$ cat config.mk
export PLATFORM = sky130hd
export DESIGN_NAME = key_click_decoder_flat
export DESIGN_NICKNAME = d
export VERILOG_FILES = /design/src/rtl/key_click_if.sv /design/src/rtl/key_click_decoder.sv /design/src/flat_wrapper.sv
export SDC_FILE = /design/constraint.sdc
export NUM_CORES = 1
export LEC_CHECK = 0
export CAP_MARGIN = 20
export CORE_UTILIZATION = 50
export CTS_CLUSTER_DIAMETER = 60
export DETAILED_ROUTE_END_ITERATION = 6
export PLACE_DENSITY_LB_ADDON = 0.08
export SYNTH_ARGS = -nofsm -noshare
export SYNTH_HDL_FRONTEND = slang
export SYNTH_SLANG_ARGS = --single-unit
$ cat constraint.sdc
create_clock -name clk -period 2.6 [get_ports clk]
set_clock_uncertainty 0.2 [all_clocks]
set_input_delay 0.52 -clock clk [delete_from_list [all_inputs] [get_ports clk]]
set_output_delay 0.52 -clock clk [all_outputs]
set_load 0.02 [all_outputs]
$ cat src/rtl/key_click_if.sv
// Key click classifier bus: press pulses in, click classifications out.
// triple_click exists only when KEY_CLICK_TRIPLE_EN is defined.
interface key_click_if #(
    parameter int KEY_W = 3
);
    logic [KEY_W-1:0] key_pulse;
    logic [KEY_W-1:0] single_click;
    logic [KEY_W-1:0] double_click;
`ifdef KEY_CLICK_TRIPLE_EN
    logic [KEY_W-1:0] triple_click;

    modport master (output key_pulse, input single_click, double_click, triple_click);
    modport slave  (input key_pulse, output single_click, double_click, triple_click);
`else
    modport master (output key_pulse, input single_click, double_click);
    modport slave  (input key_pulse, output single_click, double_click);
`endif
endinterface

$ cat src/rtl/key_click_decoder.sv
// Per-key single/double click classifier behind the key debouncer.
// Optional triple-click detection is enabled by defining KEY_CLICK_TRIPLE_EN.
//
// state | meaning
// IDLE  | no click pending
// WAIT2 | one click seen, window open for a second
// WAIT3 | two clicks seen, window open for a third (KEY_CLICK_TRIPLE_EN only)
module key_click_decoder #(
    parameter int KEY_W    = 3,
    parameter int TIME_WIN = 25_000_000,
    parameter int CNT_W    = $clog2(TIME_WIN)
) (
    input  logic        clk,
    input  logic        rst_n,
    key_click_if.slave  bus
);

    typedef enum logic [1:0] {
        S_IDLE  = 2'd0,
        S_WAIT2 = 2'd1,
        S_WAIT3 = 2'd2
    } state_t;

    localparam logic [CNT_W-1:0] CNT_LAST = CNT_W'(TIME_WIN - 1);
    localparam logic [CNT_W-1:0] CNT_ONE  = CNT_W'(1);

    state_t           state_q [KEY_W];
    state_t           state_d [KEY_W];
    logic [CNT_W-1:0] cnt_q   [KEY_W];
    logic [CNT_W-1:0] cnt_d   [KEY_W];

    logic [KEY_W-1:0] key_pulse_dly_q;
    logic [KEY_W-1:0] key_evt;
    logic [KEY_W-1:0] single_q, single_d;
    logic [KEY_W-1:0] double_q, double_d;
`ifdef KEY_CLICK_TRIPLE_EN
    logic [KEY_W-1:0] triple_q, triple_d;
`endif

    // A held input yields a single event on its rising edge only.
    assign key_evt = bus.key_pulse & ~key_pulse_dly_q;

    always_ff @(posedge clk or negedge rst_n) begin
        if (!rst_n) begin
            key_pulse_dly_q <= '0;
            single_q        <= '0;
            double_q        <= '0;
`ifdef KEY_CLICK_TRIPLE_EN
            triple_q        <= '0;
`endif
            for (int i = 0; i < KEY_W; i++) begin
                state_q[i] <= S_IDLE;
                cnt_q[i]   <= '0;
            end
        end else begin
            key_pulse_dly_q <= bus.key_pulse;
            single_q        <= single_d;
            double_q        <= double_d;
`ifdef KEY_CLICK_TRIPLE_EN
            triple_q        <= triple_d;
`endif
            for (int i = 0; i < KEY_W; i++) begin
                state_q[i] <= state_d[i];
                cnt_q[i]   <= cnt_d[i];
            end
        end
    end

    // The event check precedes the timeout check so an event on the last
    // window cycle still counts as a further click.
    always_comb begin
        for (int i = 0; i < KEY_W; i++) begin
            state_d[i] = state_q[i];
            cnt_d[i]   = cnt_q[i];
            case (state_q[i])
                S_IDLE: begin
                    if (key_evt[i]) begin
                        state_d[i] = S_WAIT2;
                        cnt_d[i]   = '0;
                    end
                end
                S_WAIT2: begin
                    if (key_evt[i]) begin
`ifdef KEY_CLICK_TRIPLE_EN
                        state_d[i] = S_WAIT3;
`else
                        state_d[i] = S_IDLE;
`endif
                        cnt_d[i]   = '0;
                    end else if (cnt_q[i] == CNT_LAST) begin
                        state_d[i] = S_IDLE;
                        cnt_d[i]   = '0;
                    end else begin
                        cnt_d[i] = cnt_q[i] + CNT_ONE;
                    end
                end
`ifdef KEY_CLICK_TRIPLE_EN
                S_WAIT3: begin
                    if (key_evt[i] || (cnt_q[i] == CNT_LAST)) begin
                        state_d[i] = S_IDLE;
                        cnt_d[i]   = '0;
                    end else begin
                        cnt_d[i] = cnt_q[i] + CNT_ONE;
                    end
                end
`endif
                default: begin
                    state_d[i] = S_IDLE;
                    cnt_d[i]   = '0;
                end
            endcase
        end
    end

    always_comb begin
        single_d = '0;
        double_d = '0;
`ifdef KEY_CLICK_TRIPLE_EN
        triple_d = '0;
`endif
        for (int i = 0; i < KEY_W; i++) begin
            single_d[i] = (state_q[i] == S_WAIT2) && !key_evt[i] && (cnt_q[i] == CNT_LAST);
`ifdef KEY_CLICK_TRIPLE_EN
            double_d[i] = (state_q[i] == S_WAIT3) && !key_evt[i] && (cnt_q[i] == CNT_LAST);
            triple_d[i] = (state_q[i] == S_WAIT3) && key_evt[i];
`else
            double_d[i] = (state_q[i] == S_WAIT2) && key_evt[i];
`endif
        end
    end

    assign bus.single_click = single_q;
    assign bus.double_click = double_q;
`ifdef KEY_CLICK_TRIPLE_EN
    assign bus.triple_click = triple_q;
`endif

endmodule

$ cat src/flat_wrapper.sv
// flat-port wrapper written by rule: the top's interface ports become plain ports
module key_click_decoder_flat 
#(
    parameter int KEY_W    = 3,
    parameter int TIME_WIN = 25_000_000,
    parameter int CNT_W    = $clog2(TIME_WIN)
)
  (clk, rst_n, bus_key_pulse, bus_single_click, bus_double_click);
  key_click_if #(.KEY_W(KEY_W)) bus_i ();
  input  logic clk;
  input  logic rst_n;
  input wire logic [$bits(bus_i.key_pulse)-1:0] bus_key_pulse;
  output wire logic [$bits(bus_i.single_click)-1:0] bus_single_click;
  output wire logic [$bits(bus_i.double_click)-1:0] bus_double_click;
  assign bus_i.key_pulse = bus_key_pulse;
  assign bus_single_click = bus_i.single_click;
  assign bus_double_click = bus_i.double_click;
  key_click_decoder #(.KEY_W(KEY_W), .TIME_WIN(TIME_WIN), .CNT_W(CNT_W)) u_core (.clk(clk), .rst_n(rst_n), .bus(bus_i));
endmodule
After elaboration in Yosys (flattened, before gate mapping)
Cells that the tools add are included.
{"block": "op_classes", "n_eq_ne": 12, "bitwise_logic": 2, "n_addsub": 3, "reduce_logical": 18, "n_mux": 24}
{"operator": "2-to-1 mux 25 bit", "count": 9}
{"operator": "one-hot mux 25 bit (2 select lines)", "count": 3}
{"operator": "adder 25 x 1 -> 25 bit, second input constant", "count": 3}
{"operator": "== test 25 bit, second input constant", "count": 3}
{"operator": "2-to-1 mux 2 bit", "count": 9}
{"operator": "one-hot mux 2 bit (2 select lines)", "count": 3}
{"operator": "logical AND 1 bit", "count": 9}
{"operator": "== test 2 x 1 -> 1 bit, second input constant", "count": 3}
{"operator": "zero test 2 bit", "count": 3}
{"operator": "!= test 2 x 1 -> 1 bit, second input constant", "count": 3}
{"operator": "!= test 3 x 1 -> 1 bit, second input constant", "count": 2}
{"operator": "AND reduction 2 bit", "count": 3}
{"operator": "AND 3 bit", "count": 1}
{"operator": "zero test 1 bit", "count": 3}
{"operator": "!= test 3 x 2 -> 1 bit, second input constant", "count": 1}
{"operator": "inverter 3 bit", "count": 1}
{"block": "totals", "out_inout_bits": 6, "reg_bits": 90, "inputBits": 5, "wordCells": 68}

Logic depth before layout (Yosys ltp)
Gate-level depths: netlist of the first run.
{"block": "depth", "ltp_word": 5, "ltp_mapped": 8, "ltp_nobuf": 6}

Worst setup path after synthesis of the first run
OpenSTA, ideal clock, no wires.
{"block": "synth_timing", "path_kind": "register to register", "from": "register u_core.cnt_q[65] in the netlist's numbering", "to": "register u_core.cnt_q[60] in the netlist's numbering", "arrival_ns": 2.105, "path_buffers": 2, "setup_ns": 0.121, "stages_incl_launch_ff": 7, "setup_slack_ns": 0.174, "synth_period_minus_slack_ns": 2.426, "required_time_ns": 2.279, "cell_sequence": "dfrtp_1 -> or4b_1 -> nor4_1 -> a21oi_1 -> clkbuf_1 -> clkbuf_1 -> a22o_1"}
{"block": "synth_between", "elab_chain_cells": 4}
{"item": "start, declared", "line": "key_click_decoder.sv:29", "rtl": "logic [CNT_W-1:0] cnt_q [KEY_W];"}
{"item": "start signal, assigned by index", "line": "key_click_decoder.sv:64", "rtl": "cnt_q[i] <= cnt_d[i];"}
{"item": "== test 25 bit", "line": "key_click_decoder.sv:90", "rtl": "end else if (cnt_q[i] == CNT_LAST) begin"}
{"item": "2-to-1 mux 25 bit", "line": "key_click_decoder.sv:90"}
{"item": "2-to-1 mux 25 bit", "line": "key_click_decoder.sv:83", "rtl": "if (key_evt[i]) begin"}
{"item": "one-hot mux 25 bit (2 select lines)", "line": "key_click_decoder.sv:75", "rtl": "case (state_q[i])"}
No other way between the ends.
A chain may end at the register's enable or synchronous reset.

Final worst setup path of the first run
{"block": "layout_timing", "from": "register u_core.cnt_q[9] in the netlist's numbering", "to": "register u_core.cnt_q[24] in the netlist's numbering"}
{"block": "layout_between", "elab_chain_cells": 4, "word_cells_on_any_way": 5, "cone_classes": "add/sub: 1; eq/ne: 1; mux: 3"}
{"item": "adder 25 x 1 -> 25 bit or == test 25 bit (tied branches)", "line": "key_click_decoder.sv:94, key_click_decoder.sv:90"}
{"item": "2-to-1 mux 25 bit (*)", "line": "key_click_decoder.sv:90"}
{"item": "2-to-1 mux 25 bit (*)", "line": "key_click_decoder.sv:83"}
{"item": "one-hot mux 25 bit (2 select lines) (*)", "line": "key_click_decoder.sv:75"}
Every way passes the cells marked *; elsewhere a longest branch is shown, timed or not.

==> flow_metrics.env, run 1 <==
export IMPL_outcome="complete, no violations"
export IMPL_placedCellCount=688
export IMPL_power_density_nw_per_um2=559
export IMPL_synth_top_area_cell="dfrtp_1"
export IMPL_required_ns=2.68
export IMPL_synth_area_top_cells="dfrtp_1 (45%), nand2_1 (4.2%), a21oi_1 (3.9%)"
export IMPL_fmax_ghz=0.401
export IMPL_cts_root_buf="clkbuf_8"
export IMPL_ir_drop_v=0.000280
export IMPL_routed_wirelength_um=11800
export IMPL_finalSetupTns_ns=0
export IMPL_leakage_nw=2.24
export IMPL_routedWlPerCell_um=16.7
export IMPL_synth_warnings=0
export IMPL_synthTopCellsByCount="dfrtp_1 (87), nand2_1 (55), a21oi_1 (38), nand3_1 (36)"
export IMPL_grt_usage=0.248
export IMPL_async_reset_ff_frac=1.00
export IMPL_cts_sink_count=87
export IMPL_finalHoldWorstSlack_ns=0.317
export IMPL_cp_num_buf_inv=0
export IMPL_synth_avg_cell_area_um2=8.96
export IMPL_drt_iter0_markers=254
export IMPL_drtAntennaViolNets=0
export IMPL_dp_hpwl_um=8030
export IMPL_grt_max_degree=38
export IMPL_tightest_slew_ns=0.937
export IMPL_crit_family="simple AND/OR/NAND/NOR gates"
export IMPL_final_nets=581
export IMPL_synth_top_area_frac=0.448
export IMPL_dieArea_um2=10100
export IMPL_gp_congestion=0.906
export IMPL_fin_crit_sh=0.958
export IMPL_num_rows=35
export IMPL_drt_pass1_iterations=6
export IMPL_critPathMaxStageDelay_ns=0.54
export IMPL_ys_seq_area_frac=0.448
export IMPL_pin_count=11
export IMPL_synth_seq_cells=87
export IMPL_dr_total_vias=4459
export IMPL_min_period_ns=2.49
export IMPL_slew_headroom=0.375
export IMPL_ys_flop_type="dfrtp_1"
export IMPL_start_util=0.522
export IMPL_rsz0062_at_grt="false"
export IMPL_worstPathArrival_ns=2.57
export IMPL_grt_pass1_wl_um=20000
export IMPL_cts_tree="yes"
export IMPL_crit_type="flop to flop"
export IMPL_cts_inserted_buffers=9
export IMPL_drive_gt1_frac=0.114
export IMPL_core_area_um2=9330
export IMPL_start_kind="flop"
export IMPL_synth_edf_count=0
export IMPL_slew_violations=0
export IMPL_final_cells=707
export IMPL_grt_pass1_vias=4202
export IMPL_n_antenna_cell=0
export IMPL_finalSetupViolCount=0
export IMPL_die_h_um=101
export IMPL_drv_cap=0
export IMPL_antenna_found_initial=0
export IMPL_synthDistinctLibCells=59
export IMPL_die_w_um=101
export IMPL_yosysMostFrequentCell="dfrtp_1"
export IMPL_detail_route_vias_per_cell=6.31
export IMPL_drc=0
export IMPL_fillCellCount=836
export IMPL_netlist_instances=543
export IMPL_htreeDepth=3
export IMPL_worstSkewPairLatency_ns=0.35
export IMPL_finalHoldViolCount=0
export IMPL_crit_path_top_delay_cell="or4_4"
export IMPL_path_cells="nand4_2 > or4_4 > or3_4 > or4_1 > a31oi_1"
export IMPL_endpoint_kind="flop"
export IMPL_clk_pin_slew_ns=0.09
export IMPL_netlist_area_um2=4860
export IMPL_hold_path_class="flop to flop"
export IMPL_cts_buffer_depth=2
export IMPL_syn_to_final_growth_pct=14.9
export IMPL_cp_max_fo=6
export IMPL_port_buffers=10
export IMPL_syn_num_nets=551
export IMPL_globalRouteOverflowTotal=0
## placed cells by master (no fill, tap or decap), types with 5 or more instances in the layout
cell type | Yosys | layout
a21o_1 | 8 | 8
a21oi_1 | 38 | 37
a22oi_1 | 6 | 6
a31oi_1 | 14 | 14
and3_1 | 13 | 13
and4_1 | 10 | 10
buf_4 | 0 | 34
clkbuf_8 | 0 | 10
clkdlybuf4s50_1 | 0 | 9
dfrtp_1 | 87 | 87
inv_1 | 8 | 8
nand2_1 | 55 | 55
nand2b_1 | 7 | 7
nand3_1 | 36 | 36
nand4_1 | 21 | 21
nand4b_1 | 5 | 5
nor2_1 | 28 | 28
nor3_1 | 24 | 24
nor3b_1 | 6 | 6
nor4_1 | 16 | 14
nor4b_1 | 5 | 5
o21a_1 | 13 | 13
o21ai_0 | 22 | 22
o311ai_0 | 13 | 13
o31ai_1 | 6 | 6
or3_1 | 6 | 6
or4_1 | 7 | 7
## flip-flops by register name (all words and copies together), names as in the netlist
| register | count |
|---|---|
| u_core.key_pulse_dly_q | 3 |
| u_core.state_q | 3 |
| u_core.bus.double_click | 3 |
| u_core.cnt_q | 75 |
| u_core.bus.single_click | 3 |
## per-stage QoR
| step | cell area [um^2] | setup slack (ns) | utilization | power, mW |
|---|---|---|---|---|
| after global routing | 5590 | 0.0211 | 0.599 | 3.29 |
| after detailed placement | 5330 | 0.0846 | 0.571 | 2.06 |
| final | 5590 | 0.109 | 0.599 | 3.12 |
| after CTS | 5570 | 0.0534 | 0.597 | 3.15 |
| after global placement | 5330 | 0.175 | 0.571 | 2.05 |
| after floorplan | 4860 | 0.174 | - | 1.87 |
## report_power, final
part | internal [mW] | switching, mW
Combinational | 0.188 | 0.298
Sequential | 1.44 | 0.115
Clock | 0.573 | 0.510
Total | 2.20 | 0.923
## worst register-to-register path, cell delays in order, from the launching register on
cell and delay (ns):
dfrtp_1 0.45, nand4_2 0.14, or4_4 0.54, or3_4 0.43, or4_1 0.47, a31oi_1 0.18
## metal layers
layer	track usage	vias to the layer above	routed length (um)
met3	0.0305	14	354
met5	0	-	0
li1	-	2161	-
met4	0.0870	0	190
met2	0.409	85	5630
met1	0.340	2199	5600
## worst paths after layout
kind,startpoint,endpoint,slack (ns),cells past startpoint
max reg2reg,u_core.cnt_q[9]$_DFFE_PN0P_,u_core.cnt_q[24]$_DFFE_PN0P_,0.11,5
max,u_core.cnt_q[9]$_DFFE_PN0P_,u_core.cnt_q[24]$_DFFE_PN0P_,0.11,5
min,u_core.cnt_q[71]$_DFFE_PN0P_,u_core.cnt_q[71]$_DFFE_PN0P_,0.32,1
max in group asynchronous,rst_n,u_core.cnt_q[40]$_DFFE_PN0P_,1.14,3
min reg2reg,u_core.cnt_q[71]$_DFFE_PN0P_,u_core.cnt_q[71]$_DFFE_PN0P_,0.32,1
min in group asynchronous,rst_n,u_core.bus.double_click[1]$_DFF_PN0_,0.46,2
## kinds of logic after synthesis
kind of cell | Yosys count | synth area share
flops | 87 | 0.448
compound gates | 150 | 0.204
buf+inv | 37 | 0.0285
fa+ha+maj | 3 | 0.00772
simple gates | 259 | 0.298
xor+xnor | 3 | 0.00540
mux | 4 | 0.00849
## repair_timing
| action | in CTS | in global routing |
|---|---|---|
| setup buffers | 0 | 2 |
| hold buffers | 1 | 0 |
| endpoints found under the setup margin | 0 | 5 |
| resized for setup | 0 | 1 |
| hold endpoints to repair | 34 | 0 |
## layout make-up
cell class | count | area [um^2] | share of cell area
Multi-Input combinational cell | 419 | 2570 | 0.460
Sequential cell | 87 | 2180 | 0.389
Timing Repair Buffer | 47 | 415 | 0.0743
Tap cell | 129 | 161 | 0.0289
Clock buffer | 10 | 138 | 0.0246
Clock inverter | 6 | 92.6 | 0.0166
Inverter | 9 | 33.8 | 0.00604
No activity file was read; power rests on OpenSTA's default activity.
==> run 2, diff against run 1 <==
--- a/config.mk
+++ b/config.mk
@@ -7,7 +7,7 @@
 export LEC_CHECK = 0
 export CAP_MARGIN = 20
 export CORE_UTILIZATION = 50
-export CTS_CLUSTER_DIAMETER = 60
+export CTS_CLUSTER_DIAMETER = 100
 export DETAILED_ROUTE_END_ITERATION = 6
 export PLACE_DENSITY_LB_ADDON = 0.08
 export SYNTH_ARGS = -nofsm -noshare
==> results of run 2 <==
No change in the layout: final DEF, timing and power equal those of run 1.
==> run 3, diff against run 2 <==
--- a/config.mk
+++ b/config.mk
@@ -7,7 +7,7 @@
 export LEC_CHECK = 0
 export CAP_MARGIN = 20
 export CORE_UTILIZATION = 50
-export CTS_CLUSTER_DIAMETER = 100
+export CTS_CLUSTER_DIAMETER = 150
 export DETAILED_ROUTE_END_ITERATION = 6
 export PLACE_DENSITY_LB_ADDON = 0.08
 export SYNTH_ARGS = -nofsm -noshare
==> results of run 3 <==
No change in the layout: final DEF, timing and power equal those of run 1.
